<file path="src/rtl/row_window_gen.sv">
// row_window_gen: turns a stream of packed row-buffer columns into K parallel
// KxK convolution windows (one per output row) at every stride-aligned column.
// Optional build macro: ROW_WINDOW_ZERO_PAD_EN enables horizontal "same" padding,
// which adds a DRAIN state that shifts in P zero columns after each row.
module row_window_gen #(
   parameter int unsigned K      = 3,
   parameter int unsigned STRIDE = 1,
   parameter int unsigned IMG_W  = 256,
   parameter int unsigned DATA_W = 8,
   localparam int unsigned R     = STRIDE * K - STRIDE + K,
   localparam int unsigned P     = (K - 1) / 2
) (
   input  logic                     clk,
   input  logic                     rst_n,
   input  logic                     in_valid,
   input  logic [R*DATA_W-1:0]      col_in,
   output logic                     out_valid,
   output logic [K*K*K*DATA_W-1:0]  win_out,
   output logic [$clog2(IMG_W)-1:0] out_col,
   output logic                     row_done,
   output logic                     err
);

`ifdef ROW_WINDOW_ZERO_PAD_EN
   localparam bit PadEn = 1'b1;
`else
   localparam bit PadEn = 1'b0;
`endif
   localparam int unsigned PAD       = PadEn ? P : 0;
   // Counter works on the virtual (padded) column index.
   localparam int unsigned VW        = IMG_W + 2 * PAD;
   localparam int unsigned NWIN      = (VW - K) / STRIDE + 1;
   localparam int unsigned LAST_EMIT = K - 1 + (NWIN - 1) * STRIDE;
   localparam int unsigned LAST_REAL = IMG_W - 1 + PAD;
   localparam int unsigned CW        = $clog2(VW + 1);
   localparam int unsigned PW        = (STRIDE > 1) ? $clog2(STRIDE) : 1;
   localparam int unsigned OW        = $clog2(IMG_W);
   localparam int unsigned CWORD     = R * DATA_W;

`ifdef ROW_WINDOW_ZERO_PAD_EN
   localparam int unsigned LAST_VIRT = VW - 1;
   typedef enum logic [1:0] {StIdle, StRun, StDrain} state_e;
`else
   typedef enum logic [1:0] {StIdle, StRun} state_e;
`endif

   state_e                  state_q, state_d;
   logic [CWORD-1:0]        hist_q [K-1];   // hist_q[0] is the oldest column
   logic [CWORD-1:0]        cols [K];
   logic [CWORD-1:0]        new_col;
   logic [CW-1:0]           c_q;
   logic [PW-1:0]           phase_q;
   logic [OW-1:0]           ocnt_q;
   logic                    shift, emit, last_win, row_end;
   logic [K*K*K*DATA_W-1:0] win_d;

   // Next state plus per-cycle control: column accept, emission, end of row.
   always_comb begin
      state_d = state_q;
      shift   = 1'b0;
      new_col = col_in;
      row_end = 1'b0;
      case (state_q)
         StIdle, StRun: begin
            if (in_valid) begin
               shift   = 1'b1;
               state_d = StRun;
               if (c_q == CW'(LAST_REAL)) begin
`ifdef ROW_WINDOW_ZERO_PAD_EN
                  state_d = StDrain;
`else
                  state_d = StIdle;
                  row_end = 1'b1;
`endif
               end
            end
         end
`ifdef ROW_WINDOW_ZERO_PAD_EN
         StDrain: begin
            // Incoming data is ignored here; a zero column is shifted instead.
            shift   = 1'b1;
            new_col = '0;
            if (c_q == CW'(LAST_VIRT)) begin
               state_d = StIdle;
               row_end = 1'b1;
            end
         end
`endif
         default: state_d = StIdle;
      endcase
      emit     = shift && (c_q >= CW'(K - 1)) && (phase_q == '0);
      last_win = emit && (c_q == CW'(LAST_EMIT));
   end

   // Window assembly: stored columns plus the incoming column at position K-1.
   always_comb begin
      for (int unsigned i = 0; i < K - 1; i++) cols[i] = hist_q[i];
      cols[K-1] = new_col;
      win_d = '0;
      for (int unsigned j = 0; j < K; j++) begin
         for (int unsigned r = 0; r < K; r++) begin
            for (int unsigned c = 0; c < K; c++) begin
               win_d[((j * K + r) * K + c) * DATA_W +: DATA_W] =
                  cols[c][(j * STRIDE + r) * DATA_W +: DATA_W];
            end
         end
      end
   end

   // State register.
   always_ff @(posedge clk) begin
      if (!rst_n) state_q <= StIdle;
      else        state_q <= state_d;
   end

   // Column history, counters and registered outputs.
   always_ff @(posedge clk) begin
      if (!rst_n) begin
         for (int unsigned i = 0; i < K - 1; i++) hist_q[i] <= '0;
         c_q       <= CW'(PAD);
         phase_q   <= '0;
         ocnt_q    <= '0;
         out_valid <= 1'b0;
         win_out   <= '0;
         out_col   <= '0;
         row_done  <= 1'b0;
      end else begin
         out_valid <= emit;
         row_done  <= last_win;
         if (emit) begin
            win_out <= win_d;
            out_col <= ocnt_q;
         end
         if (row_end) begin
            // Clearing history keeps windows from spanning two rows.
            for (int unsigned i = 0; i < K - 1; i++) hist_q[i] <= '0;
            c_q     <= CW'(PAD);
            phase_q <= '0;
            ocnt_q  <= '0;
         end else if (shift) begin
            for (int unsigned i = 0; i < K - 2; i++) hist_q[i] <= hist_q[i + 1];
            hist_q[K-2] <= new_col;
            c_q         <= c_q + CW'(1);
            if (c_q >= CW'(K - 1)) begin
               phase_q <= (phase_q == PW'(STRIDE - 1)) ? '0 : phase_q + PW'(1);
            end
            if (emit) ocnt_q <= ocnt_q + OW'(1);
         end
      end
   end

`ifdef ROW_WINDOW_ZERO_PAD_EN
   // Sticky: a column offered while draining is dropped and flagged.
   always_ff @(posedge clk) begin
      if (!rst_n)                               err <= 1'b0;
      else if ((state_q == StDrain) && in_valid) err <= 1'b1;
   end
`else
   assign err = 1'b0;
`endif

endmodule

</file>
<file path="config.mk">
export PLATFORM = sky130hd
export DESIGN_NAME = row_window_gen
export DESIGN_NICKNAME = d
export VERILOG_FILES = /design/src/rtl/row_window_gen.sv
export SDC_FILE = /design/constraint.sdc
export NUM_CORES = 1
export LEC_CHECK = 0
export CAP_MARGIN = 20
export CORE_MARGIN = 4
export CORE_UTILIZATION = 35
export CTS_CLUSTER_DIAMETER = 100
export DETAILED_ROUTE_END_ITERATION = 10
export GPL_ROUTABILITY_DRIVEN = 0
export GPL_TIMING_DRIVEN = 0
export HOLD_SLACK_MARGIN = 0.05
export PLACE_DENSITY_LB_ADDON = 0.3
export SYNTH_ARGS = -nofsm -noshare
export SYNTH_HDL_FRONTEND = slang
export SYNTH_SLANG_ARGS = --single-unit
</file>
<file path="constraint.sdc">
create_clock -name clk -period 4 [get_ports clk]
set_clock_uncertainty 0.2 [all_clocks]
set_input_delay 0.6 -clock clk [delete_from_list [all_inputs] [get_ports clk]]
set_output_delay 0.6 -clock clk [all_outputs]
set_load 0.01 [all_outputs]
</file>
Word-level counts from Yosys, hierarchy flattened --
Memories as Yosys holds them, arrays and structs flattened. Index checks and enable logic that the tools add are counted.
Word-level totals: register bits after elaboration 246, memory bits (writable) 80, word-level logic and storage cells 49, memories 1
Memory list:
- hist_q | words 2, width 40, read ports 2, clocked after memory_dff 0, wr ports 2, line 48 | logic [CWORD-1:0] hist_q [K-1];
Cells by class: $add $sub $neg 3, $lt $le $gt $ge 1, equality and inequality tests 2, mux-type cells 19, bitwise gates (word level) 6, reductions and logical operators 9
Operator list (count):
- two-way mux 40 bit | 4
- two-way mux 1 bit | 15
- adder 9 x 1 -> 9 bit (second input constant) | 1
- equality test 9 x 8 -> 1 bit (second input constant) | 1
- >= comparator 9 x 2 -> 1 bit (second input constant) | 1
- adder 8 x 1 -> 8 bit (second input constant) | 1
- AND reduction 2 bit | 3
- OR 1 bit | 4
- OR reduction 2 bit | 2
- logical AND 1 bit | 3
- equality test 2 x 1 -> 1 bit (second input constant) | 1
- zero test 2 bit | 1
- NOT 1 bit | 2
- adder 1 bit (second input constant) | 1

Longest topological paths before layout --
Gate-level depths: netlist of run 1.
word-level depth 9, depth in mapped cells 9

Worst setup path before layout of run 1 --
No wires, ideal clock.
path type input -> register, start in rst_n, end mem hist_q[0][0] in the netlist's numbering (enable), library setup time 0.794 ns, arrival 2.783 ns, data required time 3.006 ns, path slack 0.223 ns, cell stages on the path 4, path buffers 3, cells stage by stage clkbuf_1 clkbuf_1 buf_1 nand2_1
RTL lines:
- start: declaration | line 14 | input logic rst_n,
- end: declaration | line 48

==> run_results.csv, run 1 <==
group,metric,value,unit
synth,synth_seq_cells,227,
power,power.leakage,5.53,nW
clock_tree,tritoncts,"yes",
clock_tree,insertion_delay,0.51,ns
detailed_routing,wirelength,27100,um
worst_setup_path,crit_path_max_fanout,43,
die,fp.dieH,172,um
global_routing,grt_overflow_total,0,
synth,synth_top_area_cell,"dfxtp_1",
die,ios,270,
synth,synth_area,9370,um2
die,die_w,172,um
detailed_routing,wire_per_inst,17.1,um
synth,ys.flop_type,"dfxtp_1",
min_path,hold_class,"reg2reg",
global_routing,grt_max_degree,44,
power,ir_drop,270,uV
global_routing,grt_pass1_wl,41000,um
global_routing,grt.total_usage,0.177,
synth,async_flop_share,0,
worst_setup_path,startpoint_type,"input port",
worst_setup_path,reg2reg_from,"c_q[0]",
sta,finalCritPeriodShare,0.691,
sta,setup_ws,1.24,ns
clock_tree,cts_sinks,227,
detailed_routing,postRouteAntennaNets,0,
clock_tree,htree_num_levels,1,
min_path,whs_endpoint,"win_out[4]",
placed_design,io_buffers,267,
clock_tree,numCtsBuffers,25,
sta,slew_viol_final,0,
min_path,min-delay-start,"win_out[4]",
sta,hold_slack,0.247,ns
synth,yosysSeqAreaShare,0.571,
min_path,hold_depth,2,
detailed_routing,drt_iter0_drc,448,
placed_design,hpwl,19800,um
layout,final_net_count,1278,
synth,ys_warn_count,0,
worst_setup_path,worstPathArrival,2.80,ns
synth,syn_nets,983,
layout,drive_gt1_frac,0.152,
power,power_density,419,nW/um2
layout,syn2layout_area_growth,41.3,%
sta,min_period,2.76,ns
detailed_routing,num_vias,7483,
synth,yosysTopAreaCellShare,0.314,
clock_tree,clockBufferDepth,3,
worst_setup_path,reg2regPathDepth,7,
worst_setup_path,cpPeakStageDelay,0.55,ns
synth,synth.distinct_cells,34,
global_routing,antenna_found_initial,1,
worst_setup_path,crit_required,4.04,ns
worst_setup_path,reg2reg_setup_slack,1.25,ns
sta,grt_setup_unrepaired,"no",
detailed_routing,drt_pre_antenna_iters,7,
detailed_routing,via_per_inst,4.72,
worst_setup_path,crit_path_end_kind,"register",
worst_setup_path,crit_chain,"clkbuf_1 > clkbuf_1 > buf_1 > nand2_4 > buf_12",
sta,finalHoldViolCount,0,
die,num_rows,59,
die,dieArea,29500,um2
sta,relSlewSlack,0.484,
sta,finalSetupViolations,0,
layout,most-common-layout-cells,"267 x clkdlybuf4s50_1, 228 x nand3_1, 147 x dfxtp_1",
synth,avgSynthCellArea,10.0,um2
synth,synthTopCellsByArea,"dfxtp_1 31%, edfxtp_1 26%, nand3_1 12%, buf_4 9.0%, nand2_1 5.5%",
detailed_routing,drc,0,
clock_tree,postCtsSetupBuffers,0,
die,start_util,0.358,
layout,layout_commonest_cell,"clkdlybuf4s50_1",
clock_tree,cts_root_buffer,"clkbuf_16",
global_routing,grt_pass1_vias,7282,
clock_tree,cts_resized,0,
worst_setup_path,rr_endpoint,"hist_q[0][24]",
sta,max_freq,0.362,GHz
placed_design,dp_worst_setup_slack,0.653,ns
clock_tree,ctsHoldBuffers,0,
sta,tns,0,ns
sta,max_slew.worst_pin.slew,0.772,ns
outcome,status,"complete, no violations",
layout,fin_util,0.505,
synth,netlist_instances,936,
worst_setup_path,criticalPathCategory,"in2reg",
synth,synth_edf_count,80,
clock_tree,clkSlewWorstSetupHoldPaths,0.06,ns
worst_setup_path,slowest_stage,"buf_1",
die,core-area,26200,um2
worst_setup_path,cp_common_cell,"clkbuf_1",
run,drv_cap,0,
-- flip-flops by register name, indices dropped and copies added, names as in the netlist --
name,flops
row_done,1
out_col,8
c_q,9
hist_q,80
win_out,120
out_valid,1
ocnt_q,8
-- power by group --
group          internal (W)  switching, W  total, W
combinational      0.000416      0.000398  0.000813
clock               0.00125      0.000864   0.00211
sequential          0.00253     0.0000961   0.00263
-- critical path: cells and delay by family --
| family | cells | cell delay, ns |
|---|---|---|
| buffers and inverters | 4 | 1.65 |
| and+or+nand+nor | 1 | 0.50 |
-- worst max-delay path by stage --
stage | from | to | slack [ns] | cells past startpoint
finish | rst_n | hist_q[0][71] | 1.24 | 5
global placement | rst_n | hist_q[0][21] | -1.49 | 4
global route | rst_n | hist_q[0][73] | 1.01 | 5
CTS | rst_n | hist_q[0][69] | 1.17 | 5
detailed placement | rst_n | hist_q[0][50] | 0.65 | 5
floorplan | rst_n | hist_q[0][0] | 0.22 | 4
-- layout make-up --
class | count | area (um2)
timing repair buffer | 268 | 2690
inverter | 3 | 11.3
multi-input combinational | 540 | 2900
sequential | 227 | 5350
buffer | 166 | 1120
fill | 2431 | 13000
tap | 335 | 419
clock inverter | 3 | 12.5
antenna | 1 | 2.50
clock buffer | 42 | 739
-- per-stage QoR --
step / cell area (um2) / instances / total power, W
final: 13200 / 1585 / 0.00555
after global routing: 13200 / 1585 / 0.00579
after detailed placement: 12500 / 1539 / 0.00350
after CTS: 13200 / 1584 / 0.00562
after global placement: 12500 / 1538 / 0.00349
after floorplan: 9370 / 936 / 0.00306
-- kinds of logic after synthesis --
kind of cell             share of synthesized area
AO/OA/AOI/OAI                               0.0170
XOR/XNOR                                   0.00561
other                                     0.000400
buffers and inverters                        0.121
AND/OR/NAND/NOR                              0.280
flip-flops                                   0.571
adder cells (fa/ha/maj)                    0.00534
-- layer usage --
metal | wire length, um | part of all wire | track usage | vias up
met4 | 468 | 0.017 | 0.0424 | 0
met2 | 12700 | 0.47 | 0.294 | 254
met5 | 0 | 0 | 0 | -
met3 | 1840 | 0.068 | 0.0409 | 32
met1 | 12100 | 0.44 | 0.235 | 3529
li1 | - | - | - | 3668
-- synthesized netlist by cell type, types with 3 or more instances --
master    instances
clkbuf_1         37
a21oi_1           8
o21ai_0           7
nand4_1           5
xor2_1            4
or3_1             6
ha_1              4
nor2_1           10
dfxtp_1         147
buf_1             5
nand3_1         228
nand3_2          30
inv_1             3
edfxtp_1         80
nand2_1         137
buf_6            10
buf_4           112
and2_1           82
Power figures use the tool's default switching activity.
==> run 2: changes to the inputs <==
- clock period: 4 -> 2.2 ns (I/O delays scaled with it)
==> run_results.csv, run 2 (synthesis results as in run 1) <==
group,metric,value,unit
sta,finalCritPeriodShare,1.01,
global_routing,grt_pass1_vias,7649,
power,power.internal,0.00804,W
power,comb_power_share,0.170,
clock_tree,tritoncts,"yes",
clock_tree,clockBufferDepth,3,
detailed_routing,wire_per_inst,18.2,um
sta,slew_viol_final,0,
sta,grt_setup_unrepaired,"yes",
layout,final_net_count,1300,
layout,max_flop_register,"win_out",
layout,drive_gt1_frac,0.253,
global_routing,grt_overflow_total,0,
layout,diodes,0,
clock_tree,cts_root_buffer,"clkbuf_16",
layout,fin_area,14400,um2
power,p_seq_frac,0.447,
clock_tree,htree_num_levels,1,
min_path,hold_class,"in2reg",
placed_design,dp_worst_setup_slack,-0.728,ns
sta,setup_ws,-0.0137,ns
die,num_rows,59,
global_routing,grt_max_degree,81,
power,switchingPower,0.00270,W
global_routing,grt.total_usage,0.183,
power,clkPwrFrac,0.383,
die,fp.dieH,172,um
global_routing,grt_pass1_wl,42500,um
worst_setup_path,criticalPathCategory,"reg2reg",
die,start_util,0.358,
die,core-area,26200,um2
die,die_w,172,um
worst_setup_path,reg2reg_setup_slack,-0.01,ns
sta,max_freq,0.452,GHz
detailed_routing,wirelength,29200,um
clock_tree,cts_sinks,227,
placed_design,placed_cell_area,12500,um2
layout,reg_top3,"win_out (120), hist_q (80), c_q (9)",
sta,tns,-0.0302,ns
placed_design,post-place-cells,1538,
sta,relSlewSlack,0.451,
sta,finalHoldViolCount,0,
power,swShare,0.251,
sta,finalSetupViolations,7,
detailed_routing,postRouteAntennaNets,0,
sta,max_slew.worst_pin.slew,0.823,ns
worst_setup_path,worstPathArrival,2.45,ns
worst_setup_path,crit_path_max_fanout,5,
detailed_routing,drc,0,
sta,min_period,2.21,ns
detailed_routing,drt_pre_antenna_iters,4,
clock_tree,ctsHoldBuffers,0,
layout,largest_register_ffs,120,
worst_setup_path,crit_path_end_kind,"register",
clock_tree,numCtsBuffers,25,
detailed_routing,num_vias,7731,
worst_setup_path,startpoint_type,"register",
run,drv_cap,0,
power,power_density,748,nW/um2
power,power.leakage,5.90,nW
layout,syn2layout_area_growth,53.2,%
detailed_routing,drt_iter0_drc,424,
outcome,violations,"negative setup slack",
layout,most-common-layout-cells,"267 x clkdlybuf4s50_1, 151 x nand3_1, 144 x dfxtp_1",
die,ios,270,
die,dieArea,29500,um2
global_routing,antenna_found_initial,1,
worst_setup_path,crit_required,2.43,ns
layout,final_cells,1606,
outcome,status,"finished with violations",
detailed_routing,via_per_inst,4.81,
layout,layout_commonest_cell,"clkdlybuf4s50_1",
power,ir_drop,598,uV
placed_design,hpwl,19900,um
clock_tree,clkSlewWorstSetupHoldPaths,0.06,ns
clock_tree,insertion_delay,0.51,ns
placed_design,io_buffers,267,
==> run 2: worst paths after layout <==
check / endpoint / cells after the start / from
setup / recovery: out_col[3] / 9 / c_q[0]
hold / removal: ocnt_q[1] / 3 / rst_n
setup reg to reg: out_col[3] / 9 / c_q[0]
hold reg to reg: win_out[203] / 2 / win_out[203]
==> run 2: layer usage <==
metal	vias up	track usage	routed length, um
li1	3722	-	-
met1	3723	0.243	12700
met2	249	0.302	14200
met3	35	0.0409	1850
met4	2	0.0465	434
met5	-	0	20
==> run 2: through the flow <==
step           hold WS, ns   util  total power [W]
2_1_floorplan        0.236      -          0.00556
3_3_place_gp         0.236  0.476          0.00634
6_report             0.182  0.548           0.0107
3_5_place_dp         0.242  0.476          0.00636
5_1_grt              0.200  0.548           0.0112
4_1_cts              0.184  0.512           0.0105
==> run 2: repair_timing <==
item                                    4_1_cts  5_1_grt
resized for setup                            32      150
endpoints found under the setup margin      300      216
pin swaps                                     2      107
setup buffers                                 4        4
cloned                                        3       14
==> run 2: power groups by stage <==
stage / sequential (W) / combinational (W) / clock [W]
2_1_floorplan: 0.00487 / 0.000688 / 0
6_report: 0.00480 / 0.00182 / 0.00411
5_1_grt: 0.00483 / 0.00195 / 0.00439
4_1_cts: 0.00478 / 0.00155 / 0.00419
3_3_place_gp: 0.00486 / 0.00148 / 0
3_5_place_dp: 0.00487 / 0.00149 / 0
==> run 2: cell type report <==
type | count | area (um2)
fillers | 2290 | 11900
clock inverters | 12 | 108
clock buffers | 33 | 697
plain buffers | 166 | 1310
well taps | 335 | 419
flip-flops and latches | 227 | 5350
multi-input cells | 540 | 3350
repair buffers | 290 | 3110
inverters | 3 | 11.3
==> run 2: critical path, stage by stage, from the launching register on <==
cell and delay [ns]:
dfxtp_2 0.35, inv_2 0.05, ha_4 0.15, or4_4 0.43, o31ai_4 0.34, buf_6 0.18
clkbuf_16 0.16, buf_8 0.12, nand3_2 0.07, o21ai_1 0.10
==> run 3: changes to the inputs <==
- CELL_PAD_IN_SITES_DETAIL_PLACEMENT: not set -> 1
- CELL_PAD_IN_SITES_GLOBAL_PLACEMENT: not set -> 1
- CORE_MARGIN: 4 -> not set
- CORE_UTILIZATION: 35 -> 34
- CTS_BUF_LIST: not set -> sky130_fd_sc_hd__clkbuf_4 sky130_fd_sc_hd__clkbuf_8
==> run_results.csv, run 3 (synthesis results as in run 1) <==
group,metric,value,unit
outcome,status,"complete, no violations",
clock_tree,clockBufferDepth,3,
clock_tree,numCtsBuffers,39,
layout,fin_util,0.520,
worst_setup_path,worstSetupStartpoint,"c_q[1]",
layout,drive_gt1_frac,0.235,
detailed_routing,via_per_inst,4.82,
power,power,0.0106,W
detailed_routing,drc,0,
sta,finalSetupViolations,0,
worst_setup_path,crit_path_max_fanout,10,
detailed_routing,num_vias,7863,
run,drv_cap,0,
sta,slew_viol_final,0,
placed_design,hpwl,20900,um
clock_tree,htree_num_levels,2,
die,core-area,27000,um2
min_path,min-delay-start,"rst_n",
layout,final_net_count,1307,
detailed_routing,postRouteAntennaNets,0,
detailed_routing,wirelength,30200,um
placed_design,post-place-cells,1544,
global_routing,grt_pass1_vias,7990,
global_routing,grt_overflow_total,0,
die,die_w,168,um
sta,finalHoldViolCount,0,
layout,multiInputGateArea,3110,um2
worst_setup_path,criticalPathCategory,"reg2reg",
placed_design,io_buffers,267,
min_path,whs_endpoint,"ocnt_q[3]",
clock_tree,clkSlewWorstSetupHoldPaths,0.06,ns
power,swShare,0.257,
detailed_routing,wire_per_inst,18.5,um
worst_setup_path,startpoint_type,"register",
global_routing,grt_max_degree,81,
worst_setup_path,worstPathArrival,2.37,ns
power,switchingPower,0.00273,W
clock_tree,insertion_delay,0.54,ns
layout,fillCellCount,2961,
worst_setup_path,reg2regPathDepth,7,
power,ir_drop,346,uV
clock_tree,cts_root_buffer,"clkbuf_8",
layout,syn2layout_area_growth,50.1,%
layout,max_flop_register,"win_out",
layout,largest_register_ffs,120,
worst_setup_path,crit_required,2.37,ns
die,fp.dieH,168,um
detailed_routing,drt_iter0_drc,331,
sta,grt_setup_unrepaired,"yes",
min_path,hold_depth,3,
power,comb_power_share,0.167,
sta,finalCritPeriodShare,0.999,
die,start_util,0.347,
layout,final_cells,1633,
layout,layout_commonest_cell,"clkdlybuf4s50_1",
layout,most-common-layout-cells,"267 x clkdlybuf4s50_1, 198 x nand3_1, 142 x dfxtp_1",
clock_tree,cts_sinks,227,
detailed_routing,drt_pre_antenna_iters,4,
worst_setup_path,rr_endpoint,"hist_q[0][66]",
layout,ff_latch_area,5350,um2
layout,reg_top3,"win_out (120), hist_q (80), c_q (9)",
sta,max_freq,0.455,GHz
placed_design,dp_worst_setup_slack,-0.762,ns
power,power_density,754,nW/um2
die,num_rows,60,
sta,setup_ws,0.00259,ns
global_routing,grt.total_usage,0.206,
die,dieArea,28200,um2
power,power.leakage,5.90,nW
power,p_seq_frac,0.453,
worst_setup_path,reg2reg_from,"c_q[1]",
min_path,hold_class,"in2reg",
worst_setup_path,reg2reg_setup_slack,0.003,ns
power,clkPwrFrac,0.381,
worst_setup_path,crit_path_end_kind,"register",
sta,max_slew.worst_pin.slew,0.760,ns
sta,relSlewSlack,0.493,
clock_tree,ctsHoldBuffers,0,
sta,min_period,2.20,ns
global_routing,grt_pass1_wl,44900,um
die,ios,270,
power,power.internal,0.00787,W
clock_tree,tritoncts,"yes",
global_routing,antenna_found_initial,2,
run 3: changes by cell type in the layout (fill, tap and decap cells not counted), moves of 4 or more:
cell / change
buf_2: +4
clkbuf_1: -5
clkbuf_4: +13
nand3_2: -46
clkbuf_16: -31
nand3_1: +47
clkbuf_8: +49
run 3: worst max-delay path, cell delays in order (launching register included):
cell and delay (ns):
dfxtp_2 0.35, ha_1 0.23, nand3_1 0.09, nor2_1 0.05, ha_1 0.26, nor3b_4 0.38, buf_4 0.28, and2_1 0.22
run 3: power groups by stage:
stage	clock [W]	combinational, W	sequential [W]
global route	0.00430	0.00188	0.00482
finish	0.00403	0.00177	0.00480
global placement	0	0.00148	0.00486
floorplan	0	0.000688	0.00487
CTS	0.00413	0.00164	0.00479
detailed placement	0	0.00151	0.00487
run 3: per-stage QoR:
| stage | hold WS, ns | TNS, ns | area [um2] |
|---|---|---|---|
| after detailed placement | 0.242 | -142.66 | 12500 |
| after CTS | 0.141 | -0.270 | 13600 |
| after global placement | 0.236 | -131.55 | 12500 |
| after global routing | 0.129 | -5.26 | 14100 |
| final | 0.0939 | 0 | 14100 |
| after floorplan | 0.236 | 0 | 9390 |
run 3: what timing repair did:
action / 4_1_cts / 5_1_grt
pin swaps: 5 / 48
gates resized for setup: 67 / 77
buffers inserted: 5 / 2
endpoints found under the setup margin: 304 / 224
cloned: 2 / 9
run 3: final cells by class:
| class | count | share of cell area |
|---|---|---|
| antenna | 2 | 0.000356 |
| buffer | 166 | 0.0941 |
| clock buffer | 65 | 0.0574 |
| clock inverter | 6 | 0.00240 |
| inverter | 3 | 0.000801 |
| multi-input combinational | 540 | 0.221 |
| sequential | 227 | 0.381 |
| tap | 341 | 0.0303 |
| timing repair buffer | 283 | 0.213 |
run 3: routing by layer:
| metal | part of all wire | track usage |
|---|---|---|
| met5 | 0 | 0 |
| met4 | 0.027 | 0.0794 |
| met3 | 0.047 | 0.0416 |
| met2 | 0.50 | 0.352 |
| met1 | 0.43 | 0.255 |
run 3: worst max-delay path by stage:
stage	to	slack, ns	cells past startpoint
final	hist_q[0][66]	0.003	7
after global routing	win_out[154]	-0.08	9
after CTS	win_out[150]	-0.03	9
after detailed placement	hist_q[0][41]	-0.76	4
after global placement	hist_q[0][61]	-0.74	4
after floorplan	hist_q[0][0]	0.04	4
